===== src/rtl/starship_combo_arbiter_if.sv =====
`default_nettype none
// +----------------------------------------------------------------------------+
// | starship_combo_arbiter_if                                                  |
// | Request/grant bundle between the repair SMs and the combo arbiter.         |
// | Rev 1.0                                                                    |
// +----------------------------------------------------------------------------+
interface starship_combo_arbiter_if;
    logic        play_flag;
    logic        gameover_ctrl;
    logic [3:0]  req;
    logic [3:0]  release_stn;
    logic [3:0]  random_hex;
    logic [3:0]  gnt;
    logic [3:0]  combo_out;
    logic [15:0] combo_bus;
    logic [3:0]  active;
    logic        busy;

    // Requester / game-control side.
    modport master (
        output play_flag, gameover_ctrl, req, release_stn, random_hex,
        input  gnt, combo_out, combo_bus, active, busy
    );

    // Arbiter side.
    modport slave (
        input  play_flag, gameover_ctrl, req, release_stn, random_hex,
        output gnt, combo_out, combo_bus, active, busy
    );
endinterface
`default_nettype wire


===== src/rtl/starship_combo_arbiter.sv =====
`default_nettype none
// +----------------------------------------------------------------------------+
// | starship_combo_arbiter                                                     |
// | Round-robin hand-out of scrambled 4-bit repair combos to four stations.    |
// | STARSHIP_COMBO_UNIQUE_EN enables collision check, retry and fallback.      |
// | Rev 1.0                                                                    |
// +----------------------------------------------------------------------------+
module starship_combo_arbiter #(
    parameter int RETRY_MAX = 3
) (
    input  logic                     board_clk,
    input  logic                     Reset,
    starship_combo_arbiter_if.slave  arb
);
    typedef enum logic [1:0] {
        IDLE   = 2'd0,
        SAMPLE = 2'd1,
        CHECK  = 2'd2,
        GRANT  = 2'd3
    } state_t;

    localparam logic [3:0] LFSR_SEED = 4'b1001;

    state_t      state, state_nxt;
    logic [1:0]  rr, sel, sel_nxt, idx;
    logic [3:0]  lfsr, cand, active, eligible, sel_onehot;
    logic [3:0]  gnt, combo_out, fallback;
    logic [15:0] combo_bus;
    logic        busy, start, grant_fire, retry, fb_take;

    assign eligible   = arb.req & ~active;
    assign start      = arb.play_flag & ~arb.gameover_ctrl & (|eligible);
    assign grant_fire = (state == GRANT) & ~arb.gameover_ctrl;
    assign sel_onehot = 4'b0001 << sel;

    // First eligible station at or above rr, wrapping; lowest offset wins.
    always_comb begin
        sel_nxt = rr;
        idx     = rr;
        for (int k = 3; k >= 0; k--) begin
            idx = rr + 2'(k);
            if (eligible[idx]) sel_nxt = idx;
        end
    end

`ifdef STARSHIP_COMBO_UNIQUE_EN
    localparam int                 TRIES_W     = $clog2(RETRY_MAX + 1);
    localparam logic [TRIES_W-1:0] TRIES_LIMIT = TRIES_W'(RETRY_MAX);

    logic [TRIES_W-1:0] tries;
    logic               collide, held;

    always_comb begin
        collide = 1'b0;
        for (int j = 0; j < 4; j++)
            if (active[j] && (2'(j) != sel) && (combo_bus[4*j +: 4] == cand))
                collide = 1'b1;
        fallback = 4'd0;
        held     = 1'b0;
        for (int v = 15; v >= 0; v--) begin
            held = 1'b0;
            for (int j = 0; j < 4; j++)
                if (active[j] && (combo_bus[4*j +: 4] == 4'(v)))
                    held = 1'b1;
            if (!held) fallback = 4'(v);
        end
    end

    assign retry   = collide & (tries < TRIES_LIMIT);
    assign fb_take = (state == CHECK) & collide & (tries >= TRIES_LIMIT);

    always_ff @(posedge board_clk or posedge Reset) begin
        if (Reset)                tries <= '0;
        else if (state == IDLE)   tries <= '0;
        else if (state == SAMPLE) tries <= tries + 1'b1;
    end
`else
    assign retry    = 1'b0;
    assign fb_take  = 1'b0;
    assign fallback = 4'd0;
`endif

    always_ff @(posedge board_clk or posedge Reset) begin
        if (Reset) state <= IDLE;
        else       state <= state_nxt;
    end

    always_comb begin
        state_nxt = state;
        gnt       = 4'd0;
        combo_out = 4'd0;
        case (state)
            IDLE:    if (start) state_nxt = SAMPLE;
            SAMPLE:  state_nxt = CHECK;
            CHECK:   state_nxt = retry ? SAMPLE : GRANT;
            GRANT:   state_nxt = IDLE;
            default: state_nxt = IDLE;
        endcase
        if (arb.gameover_ctrl) state_nxt = IDLE;
        if (grant_fire) begin
            gnt       = sel_onehot;
            combo_out = cand;
        end
    end

    // random_hex is pure entropy, so a metastable-resolved value is as good as any.
    always_ff @(posedge board_clk or posedge Reset) begin
        if (Reset) begin
            rr        <= 2'd0;
            sel       <= 2'd0;
            lfsr      <= LFSR_SEED;
            cand      <= 4'd0;
            combo_bus <= 16'd0;
            active    <= 4'd0;
            busy      <= 1'b0;
        end else begin
            busy <= (state_nxt != IDLE);
            if ((state == IDLE) && start) sel <= sel_nxt;
            if (state == SAMPLE) begin
                cand <= arb.random_hex ^ lfsr;
                lfsr <= {lfsr[2:0], lfsr[3] ^ lfsr[2]};
            end
            if (fb_take) cand <= fallback;
            if (arb.gameover_ctrl) begin
                active <= 4'd0;
            end else if (grant_fire) begin
                active                <= (active & ~arb.release_stn) | sel_onehot;
                combo_bus[4*sel +: 4] <= cand;
                rr                    <= sel + 2'd1;
            end else begin
                active <= active & ~arb.release_stn;
            end
        end
    end

    assign arb.gnt       = gnt;
    assign arb.combo_out = combo_out;
    assign arb.combo_bus = combo_bus;
    assign arb.active    = active;
    assign arb.busy      = busy;
endmodule
`default_nettype wire

===== src/flat_wrapper.sv =====
// flat-port wrapper written by rule: the top's interface ports become plain ports
module starship_combo_arbiter_flat 
#(
    parameter int RETRY_MAX = 3
)
  (board_clk, Reset, arb_play_flag, arb_gameover_ctrl, arb_req, arb_release_stn, arb_random_hex, arb_gnt, arb_combo_out, arb_combo_bus, arb_active, arb_busy);
  starship_combo_arbiter_if arb_i ();
  input  logic board_clk;
  input  logic Reset;
  input wire logic [$bits(arb_i.play_flag)-1:0] arb_play_flag;
  input wire logic [$bits(arb_i.gameover_ctrl)-1:0] arb_gameover_ctrl;
  input wire logic [$bits(arb_i.req)-1:0] arb_req;
  input wire logic [$bits(arb_i.release_stn)-1:0] arb_release_stn;
  input wire logic [$bits(arb_i.random_hex)-1:0] arb_random_hex;
  output wire logic [$bits(arb_i.gnt)-1:0] arb_gnt;
  output wire logic [$bits(arb_i.combo_out)-1:0] arb_combo_out;
  output wire logic [$bits(arb_i.combo_bus)-1:0] arb_combo_bus;
  output wire logic [$bits(arb_i.active)-1:0] arb_active;
  output wire logic [$bits(arb_i.busy)-1:0] arb_busy;
  assign arb_i.play_flag = arb_play_flag;
  assign arb_i.gameover_ctrl = arb_gameover_ctrl;
  assign arb_i.req = arb_req;
  assign arb_i.release_stn = arb_release_stn;
  assign arb_i.random_hex = arb_random_hex;
  assign arb_gnt = arb_i.gnt;
  assign arb_combo_out = arb_i.combo_out;
  assign arb_combo_bus = arb_i.combo_bus;
  assign arb_active = arb_i.active;
  assign arb_busy = arb_i.busy;
  starship_combo_arbiter #(.RETRY_MAX(RETRY_MAX)) u_core (.board_clk(board_clk), .Reset(Reset), .arb(arb_i));
endmodule

===== config.mk =====
export PLATFORM = sky130hd
export DESIGN_NAME = starship_combo_arbiter_flat
export DESIGN_NICKNAME = d
export VERILOG_FILES = /design/src/rtl/starship_combo_arbiter_if.sv /design/src/rtl/starship_combo_arbiter.sv /design/src/flat_wrapper.sv
export SDC_FILE = /design/constraint.sdc
export NUM_CORES = 1
export LEC_CHECK = 0
export BUFFER_PORTS_ARGS = -buffer_cell sky130_fd_sc_hd__buf_2
export CORE_MARGIN = 5
export CORE_UTILIZATION = 47
export DETAILED_ROUTE_END_ITERATION = 8
export PLACE_DENSITY = 0.83
export SKIP_CTS_REPAIR_TIMING = 1
export SLEW_MARGIN = 20
export SYNTH_ARGS = -nofsm -noshare
export SYNTH_HDL_FRONTEND = slang
export SYNTH_SLANG_ARGS = --single-unit

===== constraint.sdc =====
create_clock -name board_clk -period 2 [get_ports board_clk]
set_clock_uncertainty 0.2 [all_clocks]
set_input_delay 0.1 -clock board_clk [delete_from_list [all_inputs] [get_ports board_clk]]
set_output_delay 0.1 -clock board_clk [all_outputs]
set_load 0.01 [all_outputs]

==> impl_metrics.ini <==
[clocking]
htree_levels = 2
clkLatencyLatePin_ns = 0.29
cts_tree = done
clockBufferDepth = 2
clkTransAtPathRegs_ns = 0.07
root_buffer = clkbuf_8
clock-sinks = 35
cts_buffers = 5

[logic_synthesis]
yosysWarningCount = 0
synthTopCellsByArea = dfrtp_1, ha_1, a22o_1, nor4_4, nand2_1
synthTopCellsByCount = dfrtp_1, nand2_1, a22o_1, nor2_1, ha_1
synth.most_common_cell = dfrtp_1
async_reset_ff_share_pct = 100.0
synth-seq-area-share_pct = 50.14
synth_edf_count = 0
ys.flop_type = dfrtp_1
synth_nets = 179
yosys.area.top_type = dfrtp_1
synth.distinct_cells = 34
ys_ff_latch = 35
synth_cells = 153
postSynthAreaPerCell_sq_um = 11.45
synthesis.area_sq_um = 1752
yosys.area.top_type_share_pct = 47.14

[final_layout]
syn_to_final_growth_pct = 29.36
drive_gt1_share_pct = 35.02
finalCoreUtilization_pct = 62.36
antenna_cells = 0
nNetsFinal = 242
finalNonFillerCells = 265

[floorplan]
initial_utilization_pct = 48.21
coreArea_sq_um = 3633
std_cell_rows = 22
die_y_um = 71.05
num_io_pins = 45
die_area_sq_um = 5048
fp.dieW_um = 71.05

[timing]
min_period_ns = 1.847
hold_viol_final = 0
finalCritPeriodShare_pct = 92.35
clock.fmax_mhz = 541.4
finalSetupTns_ns = 0
setup_viol = 0
slew_headroom_pct = 70.99
final-max-slew-violation-count = 0
worst_pin_slew_ns = 0.4351
rsz0062_at_grt = false

[global_route]
first_global_vias = 1296
antenna_found_initial = 0
grt_first_pass_wirelength_um = 5940
grt-ovfl-total = 0
grt_usage_pct = 14.86
grt_max_degree = 36

[worst_setup_path]
path_max_fanout = 12
rrSetupSlack_ns = 0.19
cp-start-kind = input pin
crit_start = arb_gameover_ctrl
worstSetupPathType = input pin to output pin
critPathCapture = arb_gnt[2]
r2r-end = u_core.arb.combo_bus[14]
rr_worst_depth = 5
cp_data_arrival_time_ns = 1.55
cp.required_ns = 1.70
timing.rr.start = u_core.sel[1]
endpoint_kind = output pin

[power]
p_per_area_nw_per_um2 = 1271
p_leak_nw = 1.184
ir_drop_mv = 0.7967
total_power_mw = 2.880

[routing]
vias = 1335
wl_per_cell_um = 13.30
drt.antenna.violating_nets = 0
vias_per_cell = 5.038
wl_um = 3524
first_pass_iters = 4
drc = 0
drtIter0Drc = 70

[worst_hold_path]
hold_path.class = input pin to flip-flop

[placed_design]
dp_hpwl_um = 2625
port_buffers = 44
place_congestion = 0.7830
dpl.cell_count = 247

[flow_run]
cap_viol_max_count = 0

[status]
outcome = completed
## per-stage QoR
step                      instance area (sq um)  setup WS [ns]  hold WS (ns)
after detailed placement                   2043         0.1865       0.01927
final                                      2266         0.1530       0.05961
after CTS                                  2161        0.06173       -0.2942
after floorplan                            1752        0.05006       0.05282
after global routing                       2266        0.04003       0.07761
after global placement                     2043         0.2472       0.01631
## area by class of cell
class	instances	area, sq um
Clock buffer	6	82.58
Tap cell	48	60.06
Multi-Input combinational cell	104	810.8
Fill cell	311	1368
Sequential cell	35	878.3
Clock inverter	2	35.03
Inverter	11	41.29
Timing Repair Buffer	59	357.8
## power breakdown
group / leakage, nW / internal, mW / switching [mW]
Clock: 0.0612 / 0.403 / 0.246
Combinational: 0.669 / 0.492 / 0.611
Sequential: 0.454 / 0.925 / 0.203
## worst min path at each step
stage / end / start / depth (start not counted)
3_5_place_dp: u_core.state[0] / Reset / 3
3_3_place_gp: u_core.state[0] / Reset / 3
5_1_grt: u_core.sel[1] / arb_play_flag / 5
2_1_floorplan: u_core.arb.active[0] / Reset / 1
6_report: u_core.sel[1] / arb_play_flag / 5
4_1_cts: u_core.arb.active[0] / Reset / 3
## per-layer routing
layer  wire length (um)  track usage, %  vias to the layer above
met4                 62           6.263                        0
met1               1576           18.14                      642
met2               1703           24.61                       28
met3                181           4.119                        8
li1                   -               -                      657
met5                  0               0                        -
## registers in the layout (all words and copies together), names as in the netlist
signal                cells
u_core.cand               4
u_core.sel                2
u_core.arb.combo_bus     16
u_core.arb.active         4
u_core.arb.busy           1
u_core.lfsr               4
u_core.rr                 2
u_core.state              2
## critical path: stages
cell and delay (ns):
dlygate4sd3_1 0.53, buf_2 0.19, nor2b_4 0.31, nand2_2 0.20
inv_1 0.09, buf_2 0.12
## layout by cell type (no fill, tap or decap), drive strengths merged, types with 2 or more instances in the layout
| cell | n |
|---|---|
| buf | 49 |
| dfrtp | 33 |
| nand2 | 17 |
| nor2 | 13 |
| a22o | 13 |
| inv | 11 |
| ha | 10 |
| dlygate4sd3 | 10 |
| a21oi | 7 |
| and2 | 6 |
| clkbuf | 6 |
| nand2b | 5 |
| xnor2 | 5 |
| nor4 | 5 |
| mux2 | 4 |
| a2bb2oi | 2 |
| o22ai | 2 |
| o31ai | 2 |
| dfstp | 2 |
| nor2b | 2 |
| o41ai | 2 |
## cell families after synthesis
group / Yosys count / share of synthesized area (%)
buffers and inverters: 14 / 3.857
AND/OR/NAND/NOR: 52 / 18.57
AO/OA/AOI/OAI: 33 / 15.22
XOR/XNOR: 5 / 2.500
flip-flops: 35 / 50.14
adder cells (fa/ha/maj): 10 / 7.143
multiplexers: 4 / 2.571
Power figures use the tool's default switching activity.
